==> src/rtl/palette_fade_ram.sv <==
// Multi-bank writable 4:4:4 colour palette with a brightness fade engine.
// Index/bank in, scaled RGB out after a fixed 2-cycle pipeline.
module palette_fade_ram #(
  parameter int INDEX_W   = 4,
  parameter int COLOR_W   = 4,
  parameter int NUM_BANKS = 2,
  parameter int BANK_W    = 1,
  parameter int KEY_INDEX = 0,
  parameter int STEP_CYC  = 2
) (
  input  logic                 Clk,
  input  logic                 Reset,
  input  logic                 pix_valid,
  input  logic [INDEX_W-1:0]   index,
  input  logic [BANK_W-1:0]    bank,
  input  logic                 wr_en,
  input  logic [BANK_W-1:0]    wr_bank,
  input  logic [INDEX_W-1:0]   wr_index,
  input  logic [3*COLOR_W-1:0] wr_rgb,
  input  logic                 fade_start,
  input  logic                 fade_dir,
  output logic                 fade_busy,
  output logic                 fade_done,
  output logic [COLOR_W-1:0]   red,
  output logic [COLOR_W-1:0]   green,
  output logic [COLOR_W-1:0]   blue,
  output logic                 rgb_valid
);

  // state  | meaning
  // IDLE   | level held, waiting for fade_start
  // FADING | level steps by 1 toward target every STEP_CYC cycles

  localparam int ENTRIES = 2**INDEX_W;
  localparam int RGB_W   = 3*COLOR_W;
  localparam int LVL_W   = COLOR_W+1;
  localparam int CNT_W   = (STEP_CYC > 1) ? $clog2(STEP_CYC) : 1;
  localparam logic [LVL_W-1:0] LVL_FULL   = {1'b1, {COLOR_W{1'b0}}};
  localparam logic [CNT_W-1:0] CNT_RELOAD = CNT_W'(STEP_CYC-1);

  typedef enum logic {IDLE, FADING} state_t;

  function automatic logic [RGB_W-1:0] default_entry(input int idx);
    logic [RGB_W-1:0] v;
    if (idx == 0)      v = {COLOR_W'(9), COLOR_W'(1), COLOR_W'(10)};
    else if (idx == 2) v = '0;
    else               v = {3{COLOR_W'(13)}};
    return v;
  endfunction

  function automatic logic [COLOR_W-1:0] scale(input logic [COLOR_W-1:0] c,
                                               input logic [LVL_W-1:0] lvl);
    logic [COLOR_W+LVL_W-1:0] prod;
    prod = {{LVL_W{1'b0}}, c} * {{COLOR_W{1'b0}}, lvl};
    return COLOR_W'(prod >> COLOR_W);
  endfunction

  logic [RGB_W-1:0] pal [NUM_BANKS][ENTRIES];
  logic [RGB_W-1:0] rd_entry;

  // Each entry is its own register with a decoded write strobe; out-of-range banks match nothing.
  for (genvar gb = 0; gb < NUM_BANKS; gb++) begin : g_bank
    for (genvar ge = 0; ge < ENTRIES; ge++) begin : g_entry
      localparam logic [RGB_W-1:0] DEF = default_entry(ge);
      logic             wr_hit;
      logic [RGB_W-1:0] entry_q;

      assign wr_hit = wr_en && (wr_bank == BANK_W'(gb)) && (wr_index == INDEX_W'(ge));

      always_ff @(posedge Clk) begin
        if (Reset) begin
          entry_q <= DEF;
        end else if (wr_hit) begin
          entry_q <= wr_rgb;
        end
      end

      assign pal[gb][ge] = entry_q;
    end
  end

  always_comb begin
    rd_entry = '0;
    for (int b = 0; b < NUM_BANKS; b++) begin
      if (bank == BANK_W'(b)) rd_entry = pal[b][index];
    end
  end

  logic [RGB_W-1:0] s1_rgb;
  logic             s1_key;
  logic             s1_valid;

  always_ff @(posedge Clk) begin
    if (Reset) begin
      s1_rgb   <= '0;
      s1_key   <= 1'b0;
      s1_valid <= 1'b0;
    end else begin
      s1_rgb   <= rd_entry;
      s1_key   <= (index == INDEX_W'(KEY_INDEX));
      s1_valid <= pix_valid;
    end
  end

  logic [COLOR_W-1:0] s1_r, s1_g, s1_b;
  logic [LVL_W-1:0]   level;

  assign s1_r = s1_rgb[RGB_W-1 -: COLOR_W];
  assign s1_g = s1_rgb[2*COLOR_W-1 -: COLOR_W];
  assign s1_b = s1_rgb[COLOR_W-1:0];

  // The key colour bypasses scaling so the compositor can still match it.
  always_ff @(posedge Clk) begin
    if (Reset) begin
      red       <= '0;
      green     <= '0;
      blue      <= '0;
      rgb_valid <= 1'b0;
    end else begin
      red       <= s1_key ? s1_r : scale(s1_r, level);
      green     <= s1_key ? s1_g : scale(s1_g, level);
      blue      <= s1_key ? s1_b : scale(s1_b, level);
      rgb_valid <= s1_valid;
    end
  end

  state_t           state, state_nxt;
  logic [LVL_W-1:0] level_nxt, level_step, target;
  logic             dir_q, dir_nxt;
  logic [CNT_W-1:0] cnt, cnt_nxt;
  logic             done_nxt;

  assign target    = dir_q ? LVL_FULL : '0;
  assign fade_busy = (state == FADING);

  always_ff @(posedge Clk) begin
    if (Reset) begin
      state     <= IDLE;
      level     <= LVL_FULL;
      dir_q     <= 1'b0;
      cnt       <= '0;
      fade_done <= 1'b0;
    end else begin
      state     <= state_nxt;
      level     <= level_nxt;
      dir_q     <= dir_nxt;
      cnt       <= cnt_nxt;
      fade_done <= done_nxt;
    end
  end

  // A new start always wins: re-latch direction and restart the step timer from the current level.
  always_comb begin
    state_nxt  = state;
    level_nxt  = level;
    dir_nxt    = dir_q;
    cnt_nxt    = cnt;
    done_nxt   = 1'b0;
    level_step = dir_q ? (level + LVL_W'(1)) : (level - LVL_W'(1));
    if (fade_start) begin
      state_nxt = FADING;
      dir_nxt   = fade_dir;
      cnt_nxt   = CNT_RELOAD;
    end else if (state == FADING) begin
      if (level == target) begin
        state_nxt = IDLE;
        done_nxt  = 1'b1;
      end else if (cnt == '0) begin
        level_nxt = level_step;
        cnt_nxt   = CNT_RELOAD;
        if (level_step == target) begin
          state_nxt = IDLE;
          done_nxt  = 1'b1;
        end
      end else begin
        cnt_nxt = cnt - CNT_W'(1);
      end
    end
  end

endmodule
==> config.mk <==
export PLATFORM = sky130hd
export DESIGN_NAME = palette_fade_ram
export DESIGN_NICKNAME = d
export VERILOG_FILES = /design/src/rtl/palette_fade_ram.sv
export SDC_FILE = /design/constraint.sdc
export NUM_CORES = 1
export LEC_CHECK = 0
export CAP_MARGIN = 0
export CORE_ASPECT_RATIO = 1.25
export CORE_MARGIN = 3
export CORE_UTILIZATION = 62
export DETAILED_ROUTE_END_ITERATION = 10
export HOLD_SLACK_MARGIN = 0.08
export PLACE_DENSITY_LB_ADDON = 0.3
export SYNTH_ARGS = -nofsm -noshare
export SYNTH_HDL_FRONTEND = slang
export SYNTH_SLANG_ARGS = --single-unit
==> constraint.sdc <==
create_clock -name Clk -period 3.62 [get_ports Clk]
set_input_delay 0.905 -clock Clk [delete_from_list [all_inputs] [get_ports Clk]]
set_output_delay 0.905 -clock Clk [all_outputs]
set_load 0.02 [all_outputs]
* Word-level counts from Yosys, hierarchy flattened
Cells that the tools add are included.
Storage, ports and cells: input bits 28, output and inout port bits 15, flip-flop bits (word level) 420, word-level logic and storage cells 139
Cells by class: eq/ne operators 18, muxes and demuxes 24, reduce and logical (&&, ||, !) cells 40, add/subtract/negate cells 3, order comparisons 1, bitwise gates (word level) 6, multipliers 3
Operator list (count):
- binary-select mux 12 bit (select 4 bit) | 2
- 2-to-1 mux 12 bit | 5
- logical AND 1 bit | 34
- equality test 4 bit, second input constant | 8
- multiplier 4 x 5 -> 8 bit | 3
- equality test 4 x 3 -> 1 bit, second input constant | 4
- 2-to-1 mux 1 bit | 12
- 2-to-1 mux 4 bit | 3
- equality test 5 bit | 2
- 2-to-1 mux 5 bit | 2
- equality test 4 x 2 -> 1 bit, second input constant | 2
- logical NOT 4 bit | 2
- adder 5 x 1 -> 5 bit, second input constant | 1
- greater-or-equal comparator 5 bit, second input constant | 1
- inverter 1 bit | 5
- inverter 4 -> 5 bit | 1
- subtractor 5 x 1 -> 5 bit, second input constant | 1
- equality test 4 x 1 -> 1 bit, second input constant | 1
- AND reduction 4 bit | 1
- OR reduction 3 bit | 1
- inequality test 2 bit, second input constant | 1
- AND reduction 2 bit | 1
- nonzero test 2 bit | 1
- subtractor 1 bit, second input constant | 1

* Logic depth before layout (Yosys ltp)
word-level depth 8, depth in mapped cells 13, depth with buffers taken out 12

* Worst setup path before layout
OpenSTA, ideal clock, no wires.
path type reg-to-reg, from register level[2], to register red[3], setup time 0.079 ns, stages on the path, launching flop included 13, period minus slack after synthesis 3.186 ns, data required time 3.541 ns, data arrival time 3.107 ns, path slack 0.434 ns, path buffers 1, path through dfxtp_1 clkbuf_1 nand2_1 fa_1 inv_1 fa_1 ha_1 nand4_1 o32ai_1 or4_1 nand3_1 a211o_1 o211ai_1
Between the ends: cells in the longest elaborated chain, start to end 2
RTL lines:
- from (decl) | line 106 | logic [LVL_W-1:0] level;
- from (signal assigned) | line 145 | level <= level_nxt;
- multiplier 4 x 5 -> 8 bit | line 54 | prod = {{LVL_W{1'b0}}, c} * {{COLOR_W{1'b0}}, lvl};
- 2-to-1 mux 4 bit | line 120 | red <= s1_key ? s1_r : scale(s1_r, level);
- to (signal assigned) | line 120
- to (decl) | line 24 | output logic [COLOR_W-1:0] red,
No other way between the ends. A chain may end at the register's enable or synchronous reset.

* Final worst setup path
from register level[1], to register red[3]
The elaborated chain is that of the path after synthesis.

==> flow_summary.json <==
{
  "cts.sinks": 420,
  "grt-ovfl-total": 0,
  "highest_layer": "met5",
  "vdd.ir_drop.worst_v": 0.0004073,
  "post-synth-top-count-cell": "sky130_fd_sc_hd__nand2_1",
  "detail_route.wirelength.met1_um": 20300,
  "rsz0062_at_grt": "no",
  "postCtsSetupRepairBufs": 0,
  "clk_transition_reported_paths_ns": 0.06,
  "htreeDepth": 2,
  "insertion_delay_to_the_later_sink_of_the_worst_skew_pair_ns": 0.56,
  "gp_routability_congestion": 0.8624,
  "cp.required_ns": 4.02,
  "postSynthNetCount": 2141,
  "placement.setup.worst_slack_ns": 0.1778,
  "synth_top_cells_by_count": "sky130_fd_sc_hd__nand2_1 (503), sky130_fd_sc_hd__dfxtp_1 (420), sky130_fd_sc_hd__clkbuf_1 (146), sky130_fd_sc_hd__nand3b_1 (146), sky130_fd_sc_hd__nor2b_1 (128)",
  "maximum_buffer_depth_of_the_clock_tree": 3,
  "drive_above_1_share_pct": 13.24,
  "die_area_um2": 34040,
  "critical_path.endpoint_type": "flip-flop",
  "hold_path_class": "reg -> reg",
  "worst_path_largest_cell_delay_ns": 0.60,
  "ioPinCount": 43,
  "wl_met3_um": 3950,
  "placed_cells_incl_taps": 2403,
  "cp_cell_sequence": "nand2_1 > fa_1 > fa_1 > inv_1 > ha_1 > a21oi_1 > o32ai_1 > buf_4 > or4_1 > nand3_1 > a211o_1 > o211ai_1",
  "maximum_number_of_pins_on_one_net_before_global_route_repair": 184,
  "dpl-instance-area_um2": 20550,
  "timing.hold.ws_ns": 0.4432,
  "met2_length_um": 23510,
  "holdBufCountCts": 0,
  "vias_in_the_first_global_route": 14750,
  "drt-vias-per-instance": 6.201,
  "detailedRoute.firstPassIterationCount": 5,
  "clock_root_buffer": "sky130_fd_sc_hd__clkbuf_16",
  "cts.repair.resized": 0,
  "finalMaxSlewViolations": 0,
  "post_synth_num_cell_types": 41,
  "setup_ws_ns": 0.2649,
  "cts_inserted_buffers": 41,
  "post_synthesis_cell_type_with_the_largest_combined_area": "sky130_fd_sc_hd__dfxtp_1",
  "max_cap_violations": 0,
  "syn_inst": 2066,
  "syn-mean-instance-area_um2": 9.558,
  "dpl.hpwl_um": 31500,
  "final_period_minus_worst_setup_slack_ns": 3.355,
  "portBuffers": 42,
  "grt_first_pass_wirelength_um": 78450,
  "crit_type": "reg -> reg",
  "antenna_found_initial": 1,
  "share_of_the_clock_period_used_by_the_worst_path_pct": 92.68,
  "synth_edf_count": 0,
  "detail_route.wl_per_cell_um": 19.96,
  "worstPathArrival_ns": 3.76,
  "status": "complete, no violations",
  "yosysWarningCount": 0,
  "tightest_slew_ns": 0.9440,
  "design.core.area_um2": 31170,
  "antenna_cells_inserted": 0,
  "total_power_mw": 9.777,
  "floorplan.initialDensity_pct": 63.36,
  "drt_iter0_drc": 1644,
  "routed-via-count": 15350,
  "power.static_leakage_nw": 8.223,
  "critical_path.most_common_cell": "sky130_fd_sc_hd__fa_1",
  "die_x_um": 165.6,
  "finish.net_count": 2114,
  "dieHeight_um": 205.5,
  "gr-usage-all-layers_pct": 28.37,
  "tritoncts": "built",
  "share_of_the_yosys_chip_area_belonging_to_registers_pct": 42.58,
  "setup-tns-final_ns": 0,
  "worst-path-max-fanout": 14,
  "fin_skew_ns": 0.01839,
  "fmax_mhz": 298.1,
  "layoutNonFillerInstCount": 2476,
  "fin_util_pct": 70.20,
  "timing.max_slew.rel_slack_pct": 36.83,
  "synthArstFlopShare_pct": 0,
  "critical_path.startpoint_type": "flip-flop",
  "setup_violations": 0,
  "final_area_um2": 21880,
  "drc_errors": 0,
  "synth_top_cell_area_share_pct": 42.58,
  "n_fill_cell": 2312,
  "power.density_nw_per_um2": 446.8,
  "synth.top_cells.by_area": "sky130_fd_sc_hd__dfxtp_1 (43%), sky130_fd_sc_hd__mux4_2 (14%), sky130_fd_sc_hd__nand2_1 (9.6%)",
  "postSynthRegisterBits": 420,
  "detail-route-antenna-nets": 0,
  "slowest_stage": "sky130_fd_sc_hd__dfxtp_1",
  "wl_um": 49410,
  "areaGrowthSynthToFinish_pct": 10.81,
  "synthesis.area_um2": 19750,
  "synth-main-ff-cell": "sky130_fd_sc_hd__dfxtp_1",
  "timing.final.hold_violations": 0,
  "row_count": 72
}
-- cells in the final DEF, fill, tap and decap left out, types with 16 or more instances in the layout --
| master | synthesis | final |
|---|---|---|
| sky130_fd_sc_hd__nand2_1 | 503 | 503 |
| sky130_fd_sc_hd__fa_1 | 16 | 16 |
| sky130_fd_sc_hd__nor2b_1 | 128 | 128 |
| sky130_fd_sc_hd__and2_1 | 28 | 28 |
| sky130_fd_sc_hd__clkbuf_16 | 0 | 41 |
| sky130_fd_sc_hd__a21oi_1 | 95 | 95 |
| sky130_fd_sc_hd__ha_1 | 31 | 31 |
| sky130_fd_sc_hd__mux2i_1 | 45 | 45 |
| sky130_fd_sc_hd__buf_4 | 2 | 76 |
| sky130_fd_sc_hd__clkdlybuf4s50_1 | 0 | 38 |
| sky130_fd_sc_hd__inv_1 | 26 | 26 |
| sky130_fd_sc_hd__mux4_2 | 120 | 120 |
| sky130_fd_sc_hd__nor3_1 | 23 | 22 |
| sky130_fd_sc_hd__nand3b_1 | 146 | 146 |
| sky130_fd_sc_hd__nor2_1 | 85 | 85 |
| sky130_fd_sc_hd__a211o_1 | 120 | 120 |
| sky130_fd_sc_hd__dfxtp_1 | 420 | 419 |
-- state kept, by name, indices dropped and copies added (netlist names), 4 cells and up --
name                    count
s1_rgb                     12
g_bank.g_entry.entry_q    384
level                       5
green                       4
blue                        4
red                         4
-- layout make-up --
cell class / count / area, µm² / area share (%)
clock buffer: 62 / 1205 / 5.506
clock inverter: 11 / 106.4 / 0.4860
inverter: 26 / 97.59 / 0.4460
multi-input combinational: 1427 / 10450 / 47.77
sequential: 420 / 8409 / 38.43
tap: 407 / 509.2 / 2.327
timing repair buffer: 123 / 1102 / 5.037
-- critical path, delay by kind of cell, from the launching register on --
kind                       cells  cell delay (ns)
AOI/OAI and AO/OA              4             0.42
adders and majority gates      3             1.27
buffers and inverters          2             0.20
DFF                            1             0.60
and+or+nand+nor                3             0.71
-- metal layers --
metal	track usage, %	vias to the layer above
met3	5.438	104
met2	46.56	635
met5	0	-
met4	10.25	2
li1	-	7053
met1	37.91	7560
-- logic make-up (layout without fill, tap and decap cells) --
logic type,count (synthesis),in the layout,synth area share (%)
xor gates and xnor gates,13,13,0.5766
adders and majority gates,47,47,3.586
DFF,420,420,42.58
AOI/OAI and AO/OA,250,250,9.187
and+or+nand+nor,952,952,23.51
muxes,165,165,15.97
buffers and inverters,219,222,4.593
-- report_power, final --
part	internal, mW	switching (mW)	total [mW]
logic	0.359	0.486	0.845
registers	4.70	0.0606	4.76
clock network	2.38	1.79	4.17
-- final timing paths --
| path | from | endpoint | slack [ns] | cells past startpoint |
|---|---|---|---|---|
| setup / recovery | level[1]$_SDFFE_PP0P_ | red[3]$_SDFF_PP0_ | 0.26 | 12 |
| hold / removal | s1_valid$_SDFF_PP0_ | rgb_valid$_SDFF_PP0_ | 0.44 | 1 |
| setup reg to reg | level[1]$_SDFFE_PP0P_ | red[3]$_SDFF_PP0_ | 0.26 | 12 |
| hold reg to reg | s1_valid$_SDFF_PP0_ | rgb_valid$_SDFF_PP0_ | 0.44 | 1 |
Power figures use the tool's default switching activity.
